===== config.mk =====
export PLATFORM = sky130hd
export DESIGN_NAME = dram_axi_calib_guard
export DESIGN_NICKNAME = d
export VERILOG_FILES = /design/src/rtl/dram_axi_calib_guard.sv
export SDC_FILE = /design/constraint.sdc
export NUM_CORES = 1
export LEC_CHECK = 0
export CELL_PAD_IN_SITES_DETAIL_PLACEMENT = 0
export CELL_PAD_IN_SITES_GLOBAL_PLACEMENT = 1
export CORE_AREA = 10 10 273 275
export CTS_CLUSTER_DIAMETER = 120
export CTS_CLUSTER_SIZE = 25
export DETAILED_ROUTE_END_ITERATION = 12
export DIE_AREA = 0 0 283 285
export PLACE_DENSITY = 0.52
export SYNTH_ARGS = -nofsm -noshare
export SYNTH_HDL_FRONTEND = slang
export SYNTH_SLANG_ARGS = --single-unit

===== constraint.sdc =====
create_clock -name clk_i -period 7.1 [get_ports clk_i]
set_input_delay 0.71 -clock clk_i [delete_from_list [all_inputs] [get_ports clk_i]]
set_output_delay 0.71 -clock clk_i [all_outputs]
set_load 0.05 [all_outputs]

===== src/rtl/dram_axi_calib_guard.sv =====
// AXI4 guard between the CDC port and the DRAM controller: holds traffic until calibration,
// answers out-of-window requests with SLVERR, and forwards the rest with the upper address bits cleared.
package dram_axi_calib_guard_pkg;
  typedef struct packed {
    logic [3:0]  id;
    logic [63:0] addr;
    logic [7:0]  len;
    logic [2:0]  size;
    logic [1:0]  burst;
    logic [3:0]  cache;
    logic [2:0]  prot;
    logic [3:0]  user;
  } axi_ax_t;

  typedef struct packed {
    logic [63:0] data;
    logic [7:0]  strb;
    logic        last;
    logic [3:0]  user;
  } axi_w_t;

  typedef struct packed {
    logic [3:0] id;
    logic [1:0] resp;
    logic [3:0] user;
  } axi_b_t;

  typedef struct packed {
    logic [3:0]  id;
    logic [63:0] data;
    logic [1:0]  resp;
    logic        last;
    logic [3:0]  user;
  } axi_r_t;

  typedef struct packed {
    axi_ax_t aw;
    logic    aw_valid;
    axi_w_t  w;
    logic    w_valid;
    logic    b_ready;
    axi_ax_t ar;
    logic    ar_valid;
    logic    r_ready;
  } axi_req_t;

  typedef struct packed {
    logic   aw_ready;
    logic   ar_ready;
    logic   w_ready;
    logic   b_valid;
    axi_b_t b;
    logic   r_valid;
    axi_r_t r;
  } axi_resp_t;
endpackage

module dram_axi_calib_guard #(
  parameter type axi_req_t      = dram_axi_calib_guard_pkg::axi_req_t,
  parameter type axi_resp_t     = dram_axi_calib_guard_pkg::axi_resp_t,
  parameter int  AddrWidth      = 64,
  parameter int  DramAddrWidth  = 30,
  parameter int  MaxOutstanding = 16
) (
  input  logic        clk_i,
  input  logic        rst_i,
  input  logic        calib_done_i,
  input  axi_req_t    slv_req_i,
  output axi_resp_t   slv_rsp_o,
  output axi_req_t    mst_req_o,
  input  axi_resp_t   mst_rsp_i,
  output logic        calib_ok_o,
  output logic [15:0] err_cnt_o
);
  localparam int CntWidth = $clog2(MaxOutstanding + 1);
  localparam logic [CntWidth-1:0] CntMax = CntWidth'(MaxOutstanding);
  localparam logic [CntWidth-1:0] CntOne = CntWidth'(1);
  localparam logic [AddrWidth-1:0] AddrMask =
    {{(AddrWidth-DramAddrWidth){1'b0}}, {DramAddrWidth{1'b1}}};

  typedef enum logic [2:0] {W_IDLE, W_FWD, W_DRAIN, W_SINK, W_RESP} w_state_t;
  typedef enum logic [1:0] {R_IDLE, R_DRAIN, R_ERR} r_state_t;

  w_state_t w_state_q;
  r_state_t r_state_q;
  logic calib_q;
  logic [CntWidth-1:0] wr_cnt_q, rd_cnt_q;
  logic [15:0] err_cnt_q;
  logic [$bits(slv_req_i.aw.id)-1:0] w_id_q;
  logic [$bits(slv_req_i.ar.id)-1:0] r_id_q;
  logic [7:0] r_len_q, r_beat_q;

  logic aw_oor, ar_oor, aw_fwd_ok, ar_fwd_ok, aw_rej, ar_rej;
  logic aw_hs, b_hs, ar_hs, r_last_hs;
  logic [16:0] err_sum;

  assign aw_oor    = |slv_req_i.aw.addr[AddrWidth-1:DramAddrWidth];
  assign ar_oor    = |slv_req_i.ar.addr[AddrWidth-1:DramAddrWidth];
  assign aw_fwd_ok = calib_q && (w_state_q == W_IDLE) && !aw_oor && (wr_cnt_q < CntMax);
  assign ar_fwd_ok = calib_q && (r_state_q == R_IDLE) && !ar_oor && (rd_cnt_q < CntMax);
  assign aw_rej    = calib_q && (w_state_q == W_IDLE) && slv_req_i.aw_valid && aw_oor;
  assign ar_rej    = calib_q && (r_state_q == R_IDLE) && slv_req_i.ar_valid && ar_oor;

  always_comb begin
    mst_req_o          = slv_req_i;
    mst_req_o.aw.addr  = slv_req_i.aw.addr & AddrMask;
    mst_req_o.ar.addr  = slv_req_i.ar.addr & AddrMask;
    mst_req_o.aw_valid = aw_fwd_ok && slv_req_i.aw_valid;
    mst_req_o.w_valid  = calib_q && (w_state_q == W_FWD) && slv_req_i.w_valid;
    mst_req_o.b_ready  = calib_q && (w_state_q != W_RESP) && slv_req_i.b_ready;
    mst_req_o.ar_valid = ar_fwd_ok && slv_req_i.ar_valid;
    mst_req_o.r_ready  = calib_q && (r_state_q != R_ERR) && slv_req_i.r_ready;

    slv_rsp_o          = mst_rsp_i;
    slv_rsp_o.aw_ready = aw_rej || (aw_fwd_ok && mst_rsp_i.aw_ready);
    slv_rsp_o.ar_ready = ar_rej || (ar_fwd_ok && mst_rsp_i.ar_ready);
    slv_rsp_o.w_ready  = calib_q && (((w_state_q == W_FWD) && mst_rsp_i.w_ready) ||
                                     (w_state_q == W_SINK));
    slv_rsp_o.b_valid  = calib_q && mst_rsp_i.b_valid;
    slv_rsp_o.r_valid  = calib_q && mst_rsp_i.r_valid;
    if (w_state_q == W_RESP) begin
      slv_rsp_o.b       = '0;
      slv_rsp_o.b.id    = w_id_q;
      slv_rsp_o.b.resp  = 2'b10;
      slv_rsp_o.b_valid = 1'b1;
    end
    if (r_state_q == R_ERR) begin
      slv_rsp_o.r       = '0;
      slv_rsp_o.r.id    = r_id_q;
      slv_rsp_o.r.resp  = 2'b10;
      slv_rsp_o.r.last  = (r_beat_q == r_len_q);
      slv_rsp_o.r_valid = 1'b1;
    end
  end

  assign aw_hs     = mst_req_o.aw_valid && mst_rsp_i.aw_ready;
  assign b_hs      = mst_rsp_i.b_valid && mst_req_o.b_ready;
  assign ar_hs     = mst_req_o.ar_valid && mst_rsp_i.ar_ready;
  assign r_last_hs = mst_rsp_i.r_valid && mst_req_o.r_ready && mst_rsp_i.r.last;
  assign err_sum   = {1'b0, err_cnt_q} + 17'(aw_rej) + 17'(ar_rej);

  always_ff @(posedge clk_i) begin
    if (rst_i) begin
      calib_q   <= 1'b0;
      err_cnt_q <= '0;
      wr_cnt_q  <= '0;
      rd_cnt_q  <= '0;
    end else begin
      if (calib_done_i) calib_q <= 1'b1;
      err_cnt_q <= err_sum[16] ? 16'hFFFF : err_sum[15:0];
      case ({aw_hs, b_hs})
        2'b10:   wr_cnt_q <= wr_cnt_q + CntOne;
        2'b01:   wr_cnt_q <= wr_cnt_q - CntOne;
        default: wr_cnt_q <= wr_cnt_q;
      endcase
      case ({ar_hs, r_last_hs})
        2'b10:   rd_cnt_q <= rd_cnt_q + CntOne;
        2'b01:   rd_cnt_q <= rd_cnt_q - CntOne;
        default: rd_cnt_q <= rd_cnt_q;
      endcase
    end
  end

  // The error B waits for all forwarded writes to retire so it cannot overtake a same-ID response.
  always_ff @(posedge clk_i) begin
    if (rst_i) begin
      w_state_q <= W_IDLE;
      w_id_q    <= '0;
    end else begin
      case (w_state_q)
        W_IDLE: begin
          if (aw_hs) begin
            w_state_q <= W_FWD;
          end else if (aw_rej) begin
            w_id_q    <= slv_req_i.aw.id;
            w_state_q <= W_DRAIN;
          end
        end
        W_FWD:   if (slv_req_i.w_valid && mst_rsp_i.w_ready && slv_req_i.w.last) w_state_q <= W_IDLE;
        W_DRAIN: if (wr_cnt_q == '0) w_state_q <= W_SINK;
        W_SINK:  if (slv_req_i.w_valid && slv_req_i.w.last) w_state_q <= W_RESP;
        W_RESP:  if (slv_req_i.b_ready) w_state_q <= W_IDLE;
        default: w_state_q <= W_IDLE;
      endcase
    end
  end

  always_ff @(posedge clk_i) begin
    if (rst_i) begin
      r_state_q <= R_IDLE;
      r_id_q    <= '0;
      r_len_q   <= '0;
      r_beat_q  <= '0;
    end else begin
      case (r_state_q)
        R_IDLE: begin
          if (ar_rej) begin
            r_id_q    <= slv_req_i.ar.id;
            r_len_q   <= slv_req_i.ar.len;
            r_beat_q  <= '0;
            r_state_q <= R_DRAIN;
          end
        end
        R_DRAIN: if (rd_cnt_q == '0) r_state_q <= R_ERR;
        R_ERR: begin
          if (slv_req_i.r_ready) begin
            if (r_beat_q == r_len_q) r_state_q <= R_IDLE;
            else                     r_beat_q  <= r_beat_q + 8'd1;
          end
        end
        default: r_state_q <= R_IDLE;
      endcase
    end
  end

  assign calib_ok_o = calib_q;
  assign err_cnt_o  = err_cnt_q;
endmodule

==> results of run 1 <==
[final cells by class]
class / instances / area share
antenna: 3 / 0.000897
multi-input combinational: 432 / 0.328
timing repair buffer: 316 / 0.376
inverter: 6 / 0.00329
sequential: 56 / 0.134
clock buffer: 6 / 0.0154
tap: 940 / 0.141
clock inverter: 2 / 0.00194
[placed cells by master (no fill, tap or decap), drive strengths merged, types with 2 or more instances in the layout]
cell and n:
clkbuf 6, clkinv 2, or3 2, nor3 8
nand4 8, a31oi 2, a211oi 6, dfxtp 56
xor2 17, nor4 20, diode 3, inv 5
a21o 6, conb 68, a21oi 28, ha 10
o31ai 2, mux2 5, nand2 30, nand3 15
fa 3, nor2 49, nor2b 10, and3 5
xnor2 16, and2 71, clkdlybuf4s50 310, nand3b 2
nor3b 3, nand2b 5, o21ai 3, mux2i 22
nor4b 2, buf 6
[power by group]
part	internal, W	switching (W)	total, W
clock	0.000133	0.000149	0.000282
combinational	0.000202	0.000370	0.000571
sequential	0.000324	0.0000121	0.000336
[kinds of logic after synthesis]
kind of cell | count (synthesis) | share of synthesized area
multiplexers | 27 | 0.0483
buffers and inverters | 290 | 0.369
adder cells (fa/ha/maj) | 13 | 0.0324
AO/OA/AOI/OAI | 55 | 0.0669
flip-flops | 56 | 0.196
other | 1 | 0.000655
AND/OR/NAND/NOR | 236 | 0.236
XOR/XNOR | 33 | 0.0505
[tightest hold or removal path: stages (launching register included)]
cell     delay, ns
dfxtp_1       0.33
mux2i_1       0.06
nor2_1        0.07
[per-stage QoR]
step	total power (W)	setup slack, ns
after global routing	0.00125	2.74
after global placement	0.000927	2.98
final	0.00119	2.94
after floorplan	0.000967	3.85
after detailed placement	0.000924	2.95
after CTS	0.00123	2.95
[metal layers]
metal	up-vias	GRT usage
li1	2220	-
met1	2149	0.0806
met2	378	0.145
met3	96	0.0426
met4	10	0.0435
met5	-	0
[registers in the layout, summed over array words and instances, names as in the netlist]
| register | count |
|---|---|
| r_len_q | 8 |
| wr_cnt_q | 5 |
| calib_ok_o | 1 |
| r_state_q | 2 |
| w_id_q | 4 |
| r_beat_q | 8 |
| rd_cnt_q | 5 |
| w_state_q | 3 |
| err_cnt_o | 16 |
| r_id_q | 4 |
[worst max path at each step]
stage	endpoint	cells after the start	slack, ns	startpoint
floorplan	wr_cnt_q[4]	11	3.85	calib_ok_o
global placement	slv_rsp_o[88]	7	2.98	slv_req_i[62]
detailed placement	slv_rsp_o[88]	7	2.95	slv_req_i[57]
CTS	slv_rsp_o[88]	7	2.95	slv_req_i[57]
global route	slv_rsp_o[88]	7	2.74	slv_req_i[83]
finish	slv_rsp_o[88]	7	2.94	slv_req_i[83]
==> impl_metrics.csv, run 1 <==
group,metric,value,unit
drt,routed_wl,35.0,mm
clock_network,clk-insertion-delay-late,0.33,ns
die,die-area,80700,µm²
clock_network,post-cts-setup-buffer-count,0,
sta,max_slew_margin,0.420,
worst_setup_path,critPathMaxStageDelay,0.90,ns
placement,dp_cells,1750,
worst_setup_path,crit_top_cell,"clkdlybuf4s50_1",
worst_setup_path,cpMaxStageDelayCell,"clkdlybuf4s50_1",
clock_network,cts_tree,"yes",
grt,grt_pass1_wl,46.5,mm
die,die_w,283,µm
hold_path,hp-start,"r_id_q[0]",
drt,ant_nets,0,
sta,worst_slew_pin_slew,0.868,ns
layout,n_fill_cell,7918,
yosys,synth.most_common_cell,"buf_4",
placement,portBuffers,311,
yosys,synth_cells,711,
clock_network,cts_hold_buf,0,
drt,wl_met2,17.6,mm
clock_network,ctsResizeCount,0,
sta,hold_viol,0,
layout,final-seq-area,1120,µm²
drt,via_per_inst,2.76,
worst_setup_path,r2r-start,"r_state_q[1]",
drt,wl_per_cell,19.9,µm
drt,wl_met3,3.48,mm
worst_setup_path,cp.buffers_inverters,2,
yosys,ys_types,56,
worst_setup_path,crit_type,"input pin to output port",
sta,slew_violations,0,
layout,utilization,0.121,
hold_path,hold_path_depth,2,
yosys,netlist_area,5720,µm²
sta,rsz0062_at_grt,"no",
clock_network,cts_num_sinks,56,
drt,drc_errors,0,
worst_setup_path,critPathTopFamily,"buffers and inverters",
yosys,synthFlopType,"dfxtp_1",
sta,fin_skew,0.0146,ns
drt,top_layer_used,"met5",
grt,grt_pass1_vias,5280,
sta,setup_viol,0,
yosys,yosys_warnings,0,
yosys,synth-seq-cells,56,
yosys,synth_top_area_cell,"buf_4",
yosys,synth-edff-count,0,
sta,fin_setup_tns,0,ns
worst_setup_path,end_kind,"output port",
worst_setup_path,rrSetupSlack,3.43,ns
hold_path,hold_class,"flip-flop to flip-flop",
drt,wl_met1,12.4,mm
layout,layout.cells.non_filler,1761,
clock_network,clockBufferDepth,2,
grt,gr-total-overflow,0,
pwr,powerDensity,142,nW/µm²
drt,drt-initial-drc-count,289,
yosys,ys_seq_area_frac,0.196,
layout,final_nets,1189,
layout,final_area,8370,µm²
outcome,status,"complete, no violations",
grt,antenna_found_initial,10,
sta,fmax,240,MHz
clock_network,cts.clk_slew.worst_paths,0.08,ns
worst_setup_path,timing.critical_path.cells,"clkdlybuf4s50_1 > nor4_1 > nand3_1 > nor3_1 > mux2_2 > and3_1 > clkdlybuf4s50_1",
worst_setup_path,reg2reg_depth,12,
drt,num_vias,4853,
sta,timing.final.crit_share,0.586,
die,core,69300,µm²
drt,drt_pass1_iterations,4,
layout,multiInputGateArea,2750,µm²
clock_network,root_buffer,"clkbuf_16",
worst_setup_path,start_kind,"input pin",
pwr,ir_drop,0.0000809,V
worst_setup_path,r2r-end,"err_cnt_o[9]",
yosys,avgSynthCellArea,8.05,µm²
placement,hpwlAfterDp,30.4,mm
pwr,leakagePower,2.97,nW
die,die_h,285,µm
placement,gp_congestion,0.909,
clock_network,cts_made_buffers,5,
worst_setup_path,required,6.39,ns
sta,hold_slack,0.498,ns
run,drv_cap,0,
grt,grtUsageTotal,0.0835,
layout,area_growth,46.3,%
worst_setup_path,critPathArrivalTime,3.45,ns
grt,grt_max_degree,76,
die,initial_utilization,0.0826,
yosys,netlist_top_cells_area,"buf_4 34%, dfxtp_1 20%, and2_1 7.8%",
clock_network,htree_levels,2,
worst_setup_path,path_max_fanout,3,
hold_path,hold-path-endpoint,"r_id_q[0]",
sta,period_minus_slack,4.16,ns
placement,placed_cell_area,8220,µm²
yosys,netlist.area_leader.share,0.342,
layout,drive_above_1_share,0.0428,
yosys,async_flop_share,0,
die,ioPinCount,732,
yosys,synth_common_cells,"261 x buf_4, 71 x and2_1, 56 x dfxtp_1",
die,row_count,97,
No activity file was read; power rests on OpenSTA's default activity.
==> run 2: changes to the inputs <==
--- a/config.mk
+++ b/config.mk
@@ -7,12 +7,12 @@
 export LEC_CHECK = 0
 export CELL_PAD_IN_SITES_DETAIL_PLACEMENT = 0
 export CELL_PAD_IN_SITES_GLOBAL_PLACEMENT = 1
-export CORE_AREA = 10 10 273 275
+export CORE_AREA = 10 10 275 277
 export CTS_CLUSTER_DIAMETER = 120
 export CTS_CLUSTER_SIZE = 25
 export DETAILED_ROUTE_END_ITERATION = 12
-export DIE_AREA = 0 0 283 285
-export PLACE_DENSITY = 0.52
+export DIE_AREA = 0 0 285 287
+export PLACE_DENSITY = 0.53
 export SYNTH_ARGS = -nofsm -noshare
 export SYNTH_HDL_FRONTEND = slang
 export SYNTH_SLANG_ARGS = --single-unit
==> constraint.sdc (replaced) <==
create_clock -name clk_i -period 3.4 [get_ports clk_i]
set_input_delay 0.34 -clock clk_i [delete_from_list [all_inputs] [get_ports clk_i]]
set_output_delay 0.34 -clock clk_i [all_outputs]
set_load 0.05 [all_outputs]
==> impl_metrics.csv, run 2 (synthesized netlist as in run 1, its figures left out) <==
group,metric,value,unit
outcome,status,"complete, no violations",
layout,drive_above_1_share,0.113,
placement,portBuffers,311,
clock_network,cts_num_sinks,56,
drt,routed_wl,36.2,mm
drt,ant_nets,0,
worst_setup_path,crit_type,"input pin to flip-flop",
clock_network,clk-insertion-delay-late,0.32,ns
pwr,powerDensity,290,nW/µm²
die,die-area,81800,µm²
drt,drt-initial-drc-count,147,
sta,timing.final.crit_share,0.935,
die,row_count,97,
sta,worst_slew_pin_slew,0.692,ns
pwr,ir_drop,0.000181,V
grt,gr-total-overflow,0,
worst_setup_path,start_kind,"input pin",
grt,grtUsageTotal,0.0839,
worst_setup_path,r2r-end,"err_cnt_o[1]",
worst_setup_path,r2r-start,"calib_ok_o",
placement,hpwlAfterDp,31.7,mm
grt,grt_pass1_wl,47.7,mm
sta,max_slew_margin,0.539,
worst_setup_path,critPathArrivalTime,3.44,ns
layout,largest_register_ff_count,16,
sta,period_minus_slack,3.18,ns
worst_setup_path,end_kind,"flip-flop",
grt,antenna_found_initial,13,
grt,grt_max_degree,78,
drt,wl_per_cell,20.3,µm
worst_setup_path,reg2reg_depth,12,
run,drv_cap,0,
worst_setup_path,crit_start,"slv_req_i[57]",
worst_setup_path,path_max_fanout,4,
clock_network,root_buffer,"clkbuf_16",
drt,via_per_inst,2.83,
layout,final_cell_mix,"278 x clkdlybuf4s50_1, 71 x and2_1, 68 x conb_1",
die,ioPinCount,732,
layout,area_growth,49.0,%
die,initial_utilization,0.0820,
sta,hold_viol,0,
layout,layout_commonest_cell,"clkdlybuf4s50_1",
pwr,leakagePower,3.13,nW
grt,grt_pass1_vias,5482,
worst_setup_path,required,3.66,ns
pwr,power.total,0.00247,W
clock_network,cts_made_buffers,5,
sta,setup_viol,0,
clock_network,cts.clk_slew.worst_paths,0.08,ns
clock_network,clockBufferDepth,2,
sta,rsz0062_at_grt,"no",
drt,num_vias,5047,
worst_setup_path,crit_path_end,"rd_cnt_q[4]",
sta,fin_skew,0.00784,ns
drt,drt_pass1_iterations,4,
die,die_w,285,µm
die,core,69800,µm²
drt,drc_errors,0,
layout,final_nets,1212,
die,die_h,287,µm
sta,fmax,314,MHz
hold_path,hold_class,"input pin to flip-flop",
clock_network,htree_levels,2,
sta,fin_setup_tns,0,ns
worst_setup_path,rrSetupSlack,0.40,ns
clock_network,cts_tree,"yes",
sta,slew_violations,0,
placement,gp_congestion,0.731,
==> run 2: cell types whose count changed in the layout (fill, tap and decap cells not counted) <==
cell,delta
buf_12,+2
buf_4,+53
nor4_2,+4
nor4_1,-5
nor4_4,+1
clkdlybuf4s50_1,-32
==> run 2: timing repair <==
action                     4_1_cts  5_1_grt
buffers inserted                 0        0
setup endpoints to repair        1        1
hold buffers                     0        0
cloned                           0        0
gates resized for setup          2        3
==> run 2: final cells by class <==
class | instances | area, µm²
repair buffers | 339 | 3260
flip-flops and latches | 56 | 1120
inverters | 6 | 27.5
multi-input cells | 432 | 2790
diodes | 3 | 7.51
clock inverters | 2 | 16.3
clock buffers | 6 | 129
fillers | 8017 | 61300
well taps | 940 | 1180
==> run 2: how the worst min path moves through the flow <==
stage            startpoint          end  cells after the start
3_3_place_gp      w_id_q[3]    w_id_q[3]                      2
6_report              rst_i    w_id_q[0]                      2
2_1_floorplan  calib_done_i   calib_ok_o                      2
3_5_place_dp      w_id_q[3]    w_id_q[3]                      2
5_1_grt               rst_i  wr_cnt_q[1]                      2
4_1_cts               rst_i    w_id_q[2]                      2
==> run 2: report_power, final <==
part           internal, W  switching, W
Sequential        0.000676     0.0000186
Clock             0.000277      0.000295
Combinational     0.000433      0.000774
Total              0.00139       0.00109
==> run 2: worst max-delay path, cell delays in order <==
cell and delay, ns:
clkdlybuf4s50_1 0.41, nor4_1 0.47, nand4_1 0.28, nor3_1 0.26
nand3_1 0.12, ha_1 0.25, fa_1 0.40, a21o_1 0.19
a21oi_1 0.18, xor2_1 0.09, or3_1 0.30, a21oi_1 0.13
==> run 2: metrics by stage <==
stage / std cells / setup WS, ns / area, µm² / utilization / hold WS, ns
final: 1784 / 0.220 / 8530 / 0.122 / 0.426
after CTS: 1781 / 0.0622 / 8500 / 0.122 / 0.416
after floorplan: 778 / 0.150 / 5970 / - / 0.456
after global placement: 1773 / -0.633 / 8340 / 0.120 / 0.469
after global routing: 1784 / 0.00279 / 8530 / 0.122 / 0.449
after detailed placement: 1773 / -0.389 / 8340 / 0.120 / 0.482
==> run 2: routing by layer <==
layer / track usage / share of wire
met5: 0.00238 / 0.0022
met2: 0.131 / 0.46
met1: 0.0857 / 0.37
met3: 0.0539 / 0.13
met4: 0.0428 / 0.042
==> RTL change: new RTL, config.mk and constraints of run 1 <==
Re-encode `w_state_t` (5 states) as one-hot, 5 bits wide.
--- a/src/rtl/dram_axi_calib_guard.sv
+++ b/src/rtl/dram_axi_calib_guard.sv
@@ -78,7 +78,7 @@
   localparam logic [AddrWidth-1:0] AddrMask =
     {{(AddrWidth-DramAddrWidth){1'b0}}, {DramAddrWidth{1'b1}}};
 
-  typedef enum logic [2:0] {W_IDLE, W_FWD, W_DRAIN, W_SINK, W_RESP} w_state_t;
+  typedef enum logic [4:0] {W_IDLE = 5'b00001, W_FWD = 5'b00010, W_DRAIN = 5'b00100, W_SINK = 5'b01000, W_RESP = 5'b10000} w_state_t;
   typedef enum logic [1:0] {R_IDLE, R_DRAIN, R_ERR} r_state_t;
 
   w_state_t w_state_q;
Formal check against the unedited RTL: same outputs for any inputs over 4 cycles, from zero or initial values and one cycle with rst_i high; so few cycles prove little.
==> RTL change against run 1 <==
Global-route usage increased by 0.44 points. Wire length increased by 4.2%. Largest cell class unchanged. Synthesized area up 2.0%. Sequential cell count up 2. Design area grew 3.4%. Power rose by 14%. Worst setup slack worse by 0.23 ns.
==> RTL change: results (changes against run 1) <==
- Outcome: complete, no violations
- Port bufs: 311 (unchanged)
- PostCTS Resize Cnt: 0 (unchanged)
- Number of global-route vias before repair: 5553 (+5.2%)
- Synth unique cells: 52 (-7.1%)
- H-tree depth: 3 (+1)
- Clock slew at reported path FFs: 0.05 ns (-0.03 ns)
- Largest net degree at the start of global routing: 81 (+6.6%)
- Filler cells: 7982 (+0.81%)
- Leak: 2.927 nW (-1.5%)
- Pre-antenna DRT Iters: 4 (unchanged)
- Syn avg cell area: 7.772 um^2 (-3.4%)
- Total wire length: 36480 um (+4.2%)
- Hold Path Class: reg -> reg
- Met2 wire len: 16930 um (-3.7%)
- Layout cells sized above 1: 4.867% (+0.59 points)
- Final HPWL DP: 31930 um (+5.0%)
- Fraction of registers with async set/reset: 0% (unchanged)
- Fin nets: 1230 (+3.4%)
- GP Congestion: 0.7570 (-17%)
- Final setup skew: 0.009395 ns (-0.005171 ns)
- Global-route usage over all layers: 8.791% (+0.44 points)
- M3 GR Usage: 5.607% (+1.4 points)
- Multiplexer share of the synthesized area: 4.051% (-0.78 points)
- First-pass GRT wire length: 48830 um (+5.0%)
- DR iter-0 viols: 144 (-50%)
- Top Metal Used: met5
- Busiest grt layer: met2
- CTS buffer count: 9 (+4)
- Setup Buffers After CTS: 0 (unchanged)
- Fraction of the mapped netlist area in adder cells: 3.173% (-0.063 points)
- Met2 Usage GRT: 14.31% (-0.16 points)
- Hold Slack: 0.4875 ns (-0.01030 ns)
- Dpl cells: 1787 (+2.1%)
- Worst Max-Slew Pin Slew: 0.8373 ns (-0.03036 ns)
- Worst-case vdd ir drop: 0.0001197 V (+48%)
- Metal-1 WL: 13530 um (+8.7%)
- Synth top cells by count: 261 x buf_4, 77 x and2_1, 58 x dfxtp_1
- Largest cells by area after synthesis: buf_4 34%, dfxtp_1 20%, and2_1 8.3%
- Post-DR wirelength/cell: 20.17 um (+1.5%)
- CTS root buffer: clkbuf_16
- Skew-Pair Late Insertion Delay: 0.36 ns (+0.03 ns)
- Seq/Total Area, Yosys: 19.89% (+0.30 points)
- Via density: 2.865 (+4.0%)
- Synth Flop Type: dfxtp_1
- CTS max path bufs: 2 (unchanged)
- Placed inst area: 8327 um^2 (+1.3%)
- Yosys Warn Count: 0 (unchanged)
- Crit path max fanout: 3 (unchanged)
- Synth Area in XOR/XNOR: 4.352% (-0.70 points)
- Worst R2R Setup Slack: 3.34 ns (-0.09 ns)
- Post-synthesis compound-gate area fraction: 7.546% (+0.86 points)
- Worst EP arrival: 3.68 ns (+0.23 ns)
- Met1 Use GR: 8.902% (+0.84 points)
- Core Area: 69300 um^2 (unchanged)
- Antenna violations before repair: 17 (+7)
- WL met3: 4531 um (+30%)
RTL change: cell types whose count changed after synthesis, sizes merged, moves of 5 or more:
cell and change:
inv +10, nor3 +5, and2 +6, nand2 +10
a21oi +5, nor2 +6
RTL change: metrics by stage:
stage	total power [W]	setup WS [ns]
after floorplan	0.0009591	3.774
after global placement	0.0009094	2.593
after detailed placement	0.0009070	2.627
final	0.001361	2.712
after global routing	0.001434	2.493
after CTS	0.001402	2.611
RTL change: worst paths after layout:
check / from / to / cells after the start
worst max-delay path: slv_req_i[87] / slv_rsp_o[88] / 7
worst min-delay path: r_id_q[2]$_SDFFE_PP0P_ / r_id_q[2]$_SDFFE_PP0P_ / 2
worst max register to register: w_state_q[3]$_SDFFE_PP0P_ / wr_cnt_q[4]$_SDFFE_PP0P_ / 11
worst min register to register: r_id_q[2]$_SDFFE_PP0P_ / r_id_q[2]$_SDFFE_PP0P_ / 2
RTL change: cell type report:
cell class / count / area (um^2) / area share [%]
clock buffers: 10 / 239.0 / 2.762
well taps: 940 / 1176 / 13.59
flip-flops and latches: 58 / 1161 / 13.42
diodes: 6 / 15.01 / 0.1735
clock inverters: 6 / 72.57 / 0.8386
repair buffers: 314 / 3131 / 36.18
inverters: 15 / 56.30 / 0.6507
multi-input cells: 460 / 2803 / 32.39
RTL change: where the power goes:
part / internal [W] / total [W] / switching, W / leakage, nW
combinational: 0.000194 / 0.000548 / 0.000354 / 2.31
clock: 0.000285 / 0.000470 / 0.000186 / 0.150
sequential: 0.000334 / 0.000343 / 0.00000844 / 0.470
total: 0.000813 / 0.00136 / 0.000548 / 2.93
RTL change: worst max-delay path, cell delays in order:
cell	delay, ns
clkdlybuf4s50_1	0.41
nor4_1	0.58
nand4_1	0.21
nor3_1	0.32
mux2_2	0.38
and3_1	0.18
clkdlybuf4s50_1	0.85
